## src/rtl/uart_rx.sv

```systemverilog
// 8N1 UART receiver: 2-FF synchroniser, mid-bit sampling, one byte per frame
// with a single-cycle done or frame_err strobe.
module uart_rx #(
    parameter int CLK_FREQ     = 100_000_000,
    parameter int BAUD         = 9600,
    parameter int COUNT_CYCLES = CLK_FREQ / BAUD,
    parameter int HALF_CYCLES  = COUNT_CYCLES / 2
) (
    input  logic       i_clk,
    input  logic       i_rst,
    input  logic       i_rx,
    output logic [7:0] o_data_out,
    output logic       o_done,
    output logic       o_frame_err,
    output logic       o_busy
);
    localparam int CW = (COUNT_CYCLES > 1) ? $clog2(COUNT_CYCLES) : 1;
    localparam logic [CW-1:0] HALF_M1 = CW'(HALF_CYCLES - 1);
    localparam logic [CW-1:0] FULL_M1 = CW'(COUNT_CYCLES - 1);

    localparam logic [1:0] S_IDLE  = 2'd0;
    localparam logic [1:0] S_START = 2'd1;
    localparam logic [1:0] S_DATA  = 2'd2;
    localparam logic [1:0] S_STOP  = 2'd3;

    logic [1:0]    r_sync;
    logic [1:0]    r_state;
    logic [CW-1:0] r_cnt;
    logic [2:0]    r_idx;
    logic [7:0]    r_shreg;
    logic [7:0]    r_data;
    logic          r_done;
    logic          r_err;
    logic          w_rx_s;

    assign w_rx_s      = r_sync[1];
    assign o_data_out  = r_data;
    assign o_done      = r_done;
    assign o_frame_err = r_err;
    assign o_busy      = (r_state != S_IDLE);

    always_ff @(posedge i_clk) begin
        if (i_rst) begin
            r_sync  <= 2'b11;
            r_state <= S_IDLE;
            r_cnt   <= '0;
            r_idx   <= '0;
            r_shreg <= '0;
            r_data  <= '0;
            r_done  <= 1'b0;
            r_err   <= 1'b0;
        end else begin
            r_sync <= {r_sync[0], i_rx};
            r_done <= 1'b0;
            r_err  <= 1'b0;
            case (r_state)
                S_IDLE: begin
                    r_cnt <= '0;
                    if (!w_rx_s) r_state <= S_START;
                end
                S_START: begin
                    if (r_cnt == HALF_M1) begin
                        r_cnt <= '0;
                        // a start bit that is already high again at its midpoint is noise
                        if (!w_rx_s) begin
                            r_state <= S_DATA;
                            r_idx   <= '0;
                        end else begin
                            r_state <= S_IDLE;
                        end
                    end else begin
                        r_cnt <= r_cnt + 1'b1;
                    end
                end
                S_DATA: begin
                    if (r_cnt == FULL_M1) begin
                        r_cnt   <= '0;
                        r_shreg <= {w_rx_s, r_shreg[7:1]};
                        if (r_idx == 3'd7) r_state <= S_STOP;
                        else               r_idx   <= r_idx + 1'b1;
                    end else begin
                        r_cnt <= r_cnt + 1'b1;
                    end
                end
                S_STOP: begin
                    if (r_cnt == FULL_M1) begin
                        // leave at mid-stop so an immediately following start edge is caught
                        r_cnt   <= '0;
                        r_state <= S_IDLE;
                        if (w_rx_s) begin
                            r_data <= r_shreg;
                            r_done <= 1'b1;
                        end else begin
                            r_err <= 1'b1;
                        end
                    end else begin
                        r_cnt <= r_cnt + 1'b1;
                    end
                end
                default: r_state <= S_IDLE;
            endcase
        end
    end
endmodule

```

## config.mk

```make
export PLATFORM = sky130hd
export DESIGN_NAME = uart_rx
export DESIGN_NICKNAME = d
export VERILOG_FILES = /design/src/rtl/uart_rx.sv
export SDC_FILE = /design/constraint.sdc
export NUM_CORES = 1
export LEC_CHECK = 0
export CELL_PAD_IN_SITES_DETAIL_PLACEMENT = 1
export CELL_PAD_IN_SITES_GLOBAL_PLACEMENT = 2
export CORE_ASPECT_RATIO = 0.7
export CORE_MARGIN = 2
export CORE_UTILIZATION = 36
export CTS_CLUSTER_DIAMETER = 30
export CTS_CLUSTER_SIZE = 12
export DETAILED_ROUTE_END_ITERATION = 6
export GPL_ROUTABILITY_DRIVEN = 1
export HOLD_SLACK_MARGIN = 0.12
export PLACE_DENSITY_LB_ADDON = 0.1
export SLEW_MARGIN = 20
export SYNTH_ARGS = -nofsm -noshare
export SYNTH_HDL_FRONTEND = slang
export SYNTH_SLANG_ARGS = --single-unit
```

## constraint.sdc

```tcl
create_clock -name i_clk -period 2.1 [get_ports i_clk]
set_input_delay 0.21 -clock i_clk [delete_from_list [all_inputs] [get_ports i_clk]]
set_output_delay 0.21 -clock i_clk [all_outputs]
set_load 0.02 [all_outputs]
```

==> qor.log <==
qor: power.total_power 0.001364 W
qor: outcome.run_status finished clean
qor: yosys.synth_nets 186
qor: yosys.synth.ff_latch_count 39
qor: power.power_density 690.0 mW/mm^2
qor: yosys.synth-async-reset-ratio 0%
qor: power.intPower 0.001099 W
qor: clocking.ctsHtreeMaxLevel 2
qor: yosys.synth_enable_flop_cells 0
qor: drt.routed_via_density 5.480
qor: yosys.ys_dominant_reg_cell dfxtp_1
qor: cells_and_area.ant_diodes 0
qor: clocking.postCtsSetupRepairBufs 0
qor: clocking.cts_inserted_buffers 5
qor: flow_run.drv_cap 0
qor: floorplanning.initial_utilization 38.46%
qor: global_routing.grt_first_pass_wirelength 6879 um
qor: yosys.avgSynthCellArea 9.516 sq um
qor: placed_design.port_buffers 13
qor: drt.route.detailed.drc 0
qor: power.p_switching 0.0002650 W
qor: timing.maxSlewViolCount 0
qor: power.power.combinational.fraction 1.8%
qor: drt.post_drt_wl_per_cell 16.09 um
qor: yosys.most_common_cell_in_the_synthesized_netlist dfxtp_1
qor: yosys.mappedNetlistArea 0.001713 sq mm
qor: clocking.cts_resized 0
qor: cells_and_area.area.sequential 780.7 sq um
qor: cells_and_area.postLayoutCoreUtil 44.38%
qor: timing.fin_worst_skew 0.006577 ns
qor: setup_path.critPathArrivalTime 2.07 ns
qor: drt.detail_route.first_pass.iterations 4
qor: power.power.share.sequential 54.5%
qor: floorplanning.top_level_ports 14
qor: clocking.numClockSinks 39
qor: cells_and_area.multi_input_gate_area_in_the_final_layout 845.8 sq um
qor: yosys.synth.top_cells.by_count 39 x dfxtp_1, 14 x nand3_1, 12 x nor3_1, 12 x o21ai_0
qor: power.power.switching_fraction 19.43%
qor: drt.antenna_left 0
qor: timing.setup-violations-final 0
qor: timing.layout_min_cycle_time 1.899 ns
qor: global_routing.grt_overflow 0
qor: setup_path.endpoint_kind register
qor: setup_path.worstPathRequired 2.27 ns
qor: global_routing.grt_max_degree 19
qor: floorplanning.die_h 61.71 um
qor: clocking.clock_pin_slew_reported_for_the_worst_setup_and_hold_paths_after_clock_tree_synthesis 0.07 ns
qor: timing.maxClockFrequency 526.6 MHz
qor: yosys.synth_cells 180
qor: yosys.synthTopCellsByArea dfxtp_1 46%, mux2i_1 4.7%, xor2_1 4.6%
qor: timing.max-slew-margin-rel 64.84%
qor: clocking.cts-root-buf clkbuf_8
qor: placed_design.dpl.hpwl 2930 um
qor: timing.min_period_over_period 90.43%
qor: global_routing.grt_antenna_before_repair 0
qor: timing.fin_tns_setup 0 ns
qor: power.leakage 0.7186 nW
qor: drt.drt_iter0_markers 64
qor: drt.wirelength 3990 um
qor: floorplanning.floorplan.core_area 0.004454 sq mm
qor: yosys.synth.distinct_cells 41
qor: floorplanning.die-area 0.005335 sq mm
qor: yosys.yosys_warnings 0
qor: setup_path.criticalPathCategory register to register
qor: setup_path.critPathLaunchType register
qor: yosys.share_of_the_synthesized_area_in_the_top_cell_type 45.58%
qor: timing.tightestPinTransition 0.5258 ns
qor: cells_and_area.final_nets 199
qor: global_routing.grt_pass1_vias 1,403
qor: power.power.share.clock 43.7%
qor: yosys.synth_seq_area_share 45.58%
qor: cells_and_area.area_overhead_vs_synth 15.41%
qor: clocking.tritoncts done
qor: clocking.cts_max_path_buffers 2
qor: timing.setup_repair_after_global_routing_missed_its_margin false
qor: timing.hold_violation_total_from_the_final_report 0
qor: clocking.worstSkewPairLatency 0.28 ns
qor: drt.route.vias.total 1,359
qor: floorplanning.placement_rows 20
qor: cells_and_area.drive_gt1_share 11.40%
qor: setup_path.timing.critical_path.fanout_max 14
qor: yosys.post-synth-top-area-cell dfxtp_1
qor: min_path.min-delay-path-class register to register
qor: floorplanning.die_w 86.45 um
qor: placed_design.gpl.final_weighted_congestion 0.7462
qor: power.vdd.ir_drop.worst 423.2 uV
qor: clocking.cts_hold_buffers 0
qor: global_routing.grtUsageTotal 16.83%
qor: cells_and_area.fillerInstances 522
[logic make-up after synthesis]
family                   share of synthesized area (%)
adder cells (fa/ha/maj)                          2.192
AO/OA/AOI/OAI                                    10.66
flip-flops                                       45.58
buffers and inverters                            5.039
AND/OR/NAND/NOR                                  26.74
XOR/XNOR                                         5.114
multiplexers                                     4.675
[cells in the final DEF (no fill, tap or decap), types with 6 or more instances in the layout]
master / n
xor2_1: 9
o21ai_0: 12
nor3_1: 12
nor2_1: 10
a21oi_1: 10
clkdlybuf4s50_1: 13
nand3_1: 14
dfxtp_1: 39
mux2i_1: 8
nand4_1: 6
[worst max-delay path, cell delays in order, from the launching register on]
cell and delay [ns]:
dfxtp_1 0.62, nor4bb_1 0.39, nand4_1 0.25, a22oi_2 0.21, buf_4 0.24, nor3_1 0.08
[flip-flops by register name, indices dropped and copies added (netlist names), named ones only]
register	count
r_idx	3
o_data_out	8
o_frame_err	1
r_state	1
o_done	1
r_cnt	14
r_shreg	8
r_sync	2
[layout make-up]
| type | count | area share [%] |
|---|---|---|
| multi-input cells | 126 | 42.78 |
| flip-flops and latches | 39 | 39.49 |
| repair buffers | 18 | 8.481 |
| clock buffers | 6 | 3.671 |
| well taps | 55 | 3.481 |
| clock inverters | 1 | 1.519 |
| inverters | 3 | 0.5696 |
[worst paths after layout]
path                            cells past startpoint   endpoint      start  slack, ns
worst max-delay path                                5  r_cnt[12]   r_cnt[4]       0.20
worst min-delay path                                1  r_sync[1]  r_sync[0]       0.42
worst max register to register                      5  r_cnt[12]   r_cnt[4]       0.20
worst min register to register                      1  r_sync[1]  r_sync[0]       0.42
[routing by layer]
| metal | global-route usage, % | share of wire, % | wire, um | up-vias |
|---|---|---|---|---|
| met5 | 0 | 0 | 0 | - |
| met4 | 3.348 | 0.38 | 15 | 0 |
| met3 | 4.359 | 2.4 | 97 | 2 |
| met2 | 26.15 | 43 | 1702 | 15 |
| met1 | 24.04 | 54 | 2174 | 667 |
| li1 | - | - | - | 675 |
[power groups by stage]
stage | logic (W) | clock network [W] | registers [W]
floorplan | 0.0000167 | 0 | 0.000759
global placement | 0.0000242 | 0 | 0.000760
detailed placement | 0.0000252 | 0 | 0.000760
CTS | 0.0000252 | 0.000616 | 0.000743
global route | 0.0000278 | 0.000647 | 0.000743
finish | 0.0000250 | 0.000596 | 0.000743
[per-stage QoR]
stage / instances / setup WS (ns) / cell area (sq um) / hold WS [ns]
after floorplan: 180 / 0.4407 / 1713 / 0.3138
after global placement: 241 / 0.2852 / 1874 / 0.4030
after detailed placement: 241 / 0.2215 / 1874 / 0.4027
after CTS: 248 / 0.2100 / 1977 / 0.4241
after global routing: 248 / 0.04838 / 1977 / 0.4394
final: 248 / 0.2010 / 1977 / 0.4179
(Power assumes the default switching activity.)
